--- src/rtl/udcount_pkg.sv ---
// Shared types and constants for the move-to-target counter sequencer.
package udcount_pkg;

  localparam int UDC_W = 4;

  typedef enum logic [1:0] {
    IDLE,
    RUN,
    DONE
  } state_e;

endpackage

--- src/rtl/udcount_seq_udcounter_en.sv ---
// Enable-gated W-bit up/down counter that wraps modulo 2^W.
module udcounter_en
  import udcount_pkg::*;
#(
  parameter int W = UDC_W
) (
  input  logic         clk,
  input  logic         rst,
  input  logic         en,
  input  logic         up_dn,
  output logic [W-1:0] count
);

  logic [W-1:0] count_q;
  logic [W-1:0] count_d;

  always_comb begin
    count_d = count_q;
    if (en) begin
      count_d = up_dn ? count_q + W'(1) : count_q - W'(1);
    end
  end

  always_ff @(posedge clk) begin
    if (rst) begin
      count_q <= '0;
    end else begin
      count_q <= count_d;
    end
  end

  assign count = count_q;

endmodule

--- src/rtl/udcount_seq.sv ---
// Two-requester move-to-target sequencer: round-robin grant, shortest-direction
// stepping of the embedded counter, and a tagged one-cycle done pulse.
module udcount_seq
  import udcount_pkg::*;
#(
  parameter int W = UDC_W
) (
  input  logic         clk,
  input  logic         rst,
  input  logic         req0_valid,
  input  logic [W-1:0] req0_target,
  output logic         req0_ready,
  input  logic         req1_valid,
  input  logic [W-1:0] req1_target,
  output logic         req1_ready,
  input  logic         abort,
  output logic [W-1:0] count,
  output logic         up_dn,
  output logic         busy,
  output logic         done,
  output logic         done_id
);

  state_e       state_q, state_d;
  logic         rr_q, rr_d;
  logic [W-1:0] target_q, target_d;
  logic         id_q, id_d;
  logic         up_dn_q, up_dn_d;
  logic         busy_q, busy_d;
  logic         done_q, done_d;
  logic         done_id_q, done_id_d;

  logic         grant_id;
  logic         accept;
  logic         cnt_en;
  logic [W-1:0] cnt_val;
  logic [W-1:0] step_val;
  logic [W-1:0] sel_target;
  logic [W-1:0] dist_up;
  logic [W-1:0] dist_dn;
  logic         sel_up;

  udcounter_en #(.W(W)) u_counter (
    .clk   (clk),
    .rst   (rst),
    .en    (cnt_en),
    .up_dn (up_dn_q),
    .count (cnt_val)
  );

  // rr_q names the requester favoured when both ask at once.
  always_comb begin
    grant_id = rr_q;
    if (req0_valid && !req1_valid) begin
      grant_id = 1'b0;
    end else if (req1_valid && !req0_valid) begin
      grant_id = 1'b1;
    end
  end

  assign req0_ready = (state_q == IDLE) && !rst && req0_valid && !grant_id;
  assign req1_ready = (state_q == IDLE) && !rst && req1_valid && grant_id;
  assign accept     = req0_ready || req1_ready;

  assign sel_target = grant_id ? req1_target : req0_target;
  assign dist_up    = sel_target - cnt_val;
  assign dist_dn    = cnt_val - sel_target;
  assign sel_up     = (dist_up <= dist_dn);

  // Value the counter will hold after this cycle's step, used to spot arrival.
  assign step_val = up_dn_q ? cnt_val + W'(1) : cnt_val - W'(1);
  assign cnt_en   = (state_q == RUN) && !abort;

  always_comb begin
    state_d  = state_q;
    rr_d     = rr_q;
    target_d = target_q;
    id_d     = id_q;
    up_dn_d  = up_dn_q;
    case (state_q)
      IDLE: begin
        if (accept) begin
          target_d = sel_target;
          id_d     = grant_id;
          up_dn_d  = sel_up;
          rr_d     = ~grant_id;
          state_d  = (sel_target == cnt_val) ? DONE : RUN;
        end
      end
      RUN: begin
        if (abort) begin
          state_d = IDLE;
        end else if (step_val == target_q) begin
          state_d = DONE;
        end
      end
      DONE: begin
        state_d = IDLE;
      end
      default: begin
        state_d = IDLE;
      end
    endcase
    busy_d    = (state_d != IDLE);
    done_d    = (state_d == DONE);
    done_id_d = (state_d == DONE) ? id_d : done_id_q;
  end

  always_ff @(posedge clk) begin
    if (rst) begin
      state_q   <= IDLE;
      rr_q      <= 1'b0;
      target_q  <= '0;
      id_q      <= 1'b0;
      up_dn_q   <= 1'b1;
      busy_q    <= 1'b0;
      done_q    <= 1'b0;
      done_id_q <= 1'b0;
    end else begin
      state_q   <= state_d;
      rr_q      <= rr_d;
      target_q  <= target_d;
      id_q      <= id_d;
      up_dn_q   <= up_dn_d;
      busy_q    <= busy_d;
      done_q    <= done_d;
      done_id_q <= done_id_d;
    end
  end

  assign count   = cnt_val;
  assign up_dn   = up_dn_q;
  assign busy    = busy_q;
  assign done    = done_q;
  assign done_id = done_id_q;

  a_ready_idle_only : assert property (@(posedge clk) disable iff (rst)
    (req0_ready || req1_ready) |-> (state_q == IDLE));

  a_done_single : assert property (@(posedge clk) disable iff (rst)
    done_q |=> !done_q);

endmodule

--- config.mk ---
export PLATFORM = sky130hd
export DESIGN_NAME = udcount_seq
export DESIGN_NICKNAME = d
export VERILOG_FILES = /design/src/rtl/udcount_pkg.sv /design/src/rtl/udcount_seq_udcounter_en.sv /design/src/rtl/udcount_seq.sv
export SDC_FILE = /design/constraint.sdc
export NUM_CORES = 1
export LEC_CHECK = 0
export ABC_AREA = 1
export CORE_AREA = 2 2 46 57
export CTS_CLUSTER_DIAMETER = 30
export DETAILED_ROUTE_END_ITERATION = 6
export DIE_AREA = 0 0 48 59
export PLACE_DENSITY = 0.86
export SETUP_SLACK_MARGIN = 0.4
export SLEW_MARGIN = 20
export SYNTH_ARGS = -nofsm -noshare
export SYNTH_HDL_FRONTEND = slang
export SYNTH_SLANG_ARGS = --single-unit
--- constraint.sdc ---
create_clock -name clk -period 4.6 [get_ports clk]
set_clock_uncertainty 0.1 [all_clocks]
set_input_delay 1.38 -clock clk [delete_from_list [all_inputs] [get_ports clk]]
set_output_delay 1.38 -clock clk [all_outputs]
set_load 0.1 [all_outputs]
==> results by group <==
Synth
  • Synth warn: 0
  • Syn Nets: 194
  • Mapped Cells: 170
  • Post-synth cell types: 32
  • Yosys top cell area share: 0.258
  • Post-Syn Area: 1240 µm²
  • Synthesized flop and latch total: 16
  • Yosys top cell by area: dfxtp_1
  • Dominant cells by area after synthesis: dfxtp_1, nand2_1, ha_1, inv_1, nand3_2
  • Seq/Total Area, Yosys: 0.258
  • Syn Area/Cell: 7.31 µm²

Worst setup path
  • CP Data Required Time: 3120 ps
  • Critical Path Fanout Max: 9
  • WP depth: 7
  • Most frequent CP cell: inv_1
  • Arrival time worst endpoint: 2580 ps
  • Critical setup path kind: primary input to primary output
  • CP endpoint kind: primary output
  • WP buf/inv: 4
  • CP top delay family: buffers and inverters
  • Worst path slowest cell: clkdlybuf4s50_1
  • CP Cell Sequence: clkdlybuf4s50_1 > inv_1 > nand2_2 > nand2_4 > inv_1 > nor2_4 > buf_12
  • Number of cells on the worst reg-to-reg path: 14
  • Slowest Stage Delay on Critical Path: 450 ps
  • Startpoint Class: primary input

Floorplan
  • Ports: 23
  • Die area: 2830 µm²
  • Starting Density: 0.550
  • Die W: 48 µm
  • Die Y: 59 µm
  • Core Footprint: 2260 µm²
  • Number of cell rows: 19

Timing
  • Fmax: 0.246 GHz
  • Period minus WS final: 4060 ps
  • Final hold slack: 419 ps
  • Slew HR: 0.355
  • Period Utilization, post-route: 0.882
  • Hold Fails Final Rpt: 0
  • Final setup viols: 0
  • Max-slew violations: 0
  • RSZ-0062 raised after global routing: false
  • Setup TNS: 0 ps
  • Worst Tran Pin Value: 965 ps

Placed design
  • Placed instance count: 222
  • PortBufs: 22
  • Hpwl dp: 2340 µm
  • Routability cong.: 0.845

CTS
  • Post-cts resize count: 0
  • Clock latency on the worst-skew pair: 300 ps
  • # clock sinks: 16
  • CTS clock-pin slew for the worst setup and hold paths: 100 ps
  • CTS max path bufs: 2
  • H-tree levels: 1
  • CTS tree: yes
  • Clock buffer count from CTS: 3
  • Setup bufs post-CTS: 0
  • Root Driver: clkbuf_4
  • # hold bufs at CTS: 0

Cells and area
  • Most frequent cells in the layout: nand2_1, inv_1, clkdlybuf4s50_1
  • Layout Nets: 220
  • Most common cell after layout, fill and taps aside: nand2_1
  • Area delta synth->final: 25.4%
  • Share of cells above drive strength 1: 0.200
  • Antenna diode count: 0
  • Final non-filler cell total: 226
  • Fillers: 186

Job
  • Max Cap Viol: 0

Global routing
  • Largest net degree at the start of global routing: 11
  • Initial antenna violation count: 0
  • Total gr overflow: 0
  • First-pass GRT wire length: 4570 µm
  • Total global-route track usage: 0.224
  • Vias in the first global route: 1227

Worst hold path
  • Hold path cells: 2
  • Hold Path Class: flop to flop

Run status
  • Status: finished clean

Drt
  • Drt total wl: 2780 µm
  • Iteration-0 DRC Markers: 20
  • Post-route ant nets: 0
  • Vias per cell: 5.25
  • Pre-antenna DRT Iters: 4
  • DR vias: 1187
  • DRC viols: 0
  • Wire per inst: 12.3 µm

Pwr
  • Pleak: 0.748 nW
  • Pwr dens: 414 nW/µm²
  • Peak supply drop: 0.331 mV
[through the flow]
stage	util	total power, mW	cell area, µm²	setup slack [ps]
3_5_place_dp	0.674	0.552	1520	399
4_1_cts	0.690	0.647	1560	532
2_1_floorplan	-	0.465	1240	571
5_1_grt	0.690	0.691	1560	474
6_report	0.690	0.645	1560	543
3_3_place_gp	0.674	0.534	1520	566
[final cells by class]
type	count	area [µm²]	area share
clock buffers	4	36.3	0.0233
inverters	32	120	0.0771
multi-input cells	119	787	0.505
flip-flops and latches	16	320	0.206
well taps	31	38.8	0.0249
repair buffers	24	255	0.164
[Yosys cell counts]
master,n
nand2_1,31
inv_1,28
dfxtp_1,16
a21oi_1,12
ha_1,9
nand2_2,9
nand3_2,9
nand3_1,8
o21ai_0,8
nor2_1,7
inv_2,4
xnor2_1,4
fa_1,2
nand2_4,2
nor2_2,2
o211ai_1,2
xor2_1,2
a31oi_1,1
a32oi_1,1
buf_2,1
buf_4,1
clkbuf_2,1
nand3_4,1
nand4_1,1
nor2_4,1
nor3_1,1
o21a_1,1
o21ai_1,1
o21ai_2,1
o21bai_1,1
o31ai_1,1
or2_4,1
[path summary, 6_finish.rpt]
kind / slack [ps] / start / to
worst max-delay path: 540 / req1_valid / req0_ready
worst min-delay path: 420 / rr_q$_SDFFE_PP0P_ / rr_q$_SDFFE_PP0P_
worst max register to register: 1920 / rr_q$_SDFFE_PP0P_ / up_dn$_SDFFE_PP1P_
worst min register to register: 420 / rr_q$_SDFFE_PP0P_ / rr_q$_SDFFE_PP0P_
[logic make-up (layout without fill, tap and decap cells)]
kind of cell / after synthesis / count (layout) / share of synthesized area
DFF: 16 / 16 / 0.258
buffers and inverters: 35 / 60 / 0.111
adders and majority gates: 11 / 11 / 0.123
and+or+nand+nor: 73 / 73 / 0.332
AOI/OAI and AO/OA: 29 / 29 / 0.134
xor gates and xnor gates: 6 / 6 / 0.0423
[where the power goes]
| part | internal (mW) | leakage [nW] | switching [mW] |
|---|---|---|---|
| Sequential | 0.156 | 0.131 | 0.0165 |
| Clock | 0.0483 | 0.0210 | 0.0486 |
| Combinational | 0.132 | 0.595 | 0.244 |
| Total | 0.336 | 0.748 | 0.309 |
[sequential cells by signal, indices dropped and copies added, names as in the netlist]
signal	flops
u_counter.count	4
up_dn	1
target_q	4
done	1
id_q	1
state_q	2
done_id	1
rr_q	1
busy	1
[tightest hold or removal path, cell delays in order, from the launching register on]
cell     delay, ps
dfxtp_1        320
inv_1           80
o31ai_1         70
[routing by layer]
metal | part of all wire | global-route usage
met2 | 0.54 | 0.417
met5 | 0 | 0
met3 | 0.037 | 0.00915
met4 | 0.034 | 0.151
met1 | 0.39 | 0.220
(Power assumes the default switching activity.)
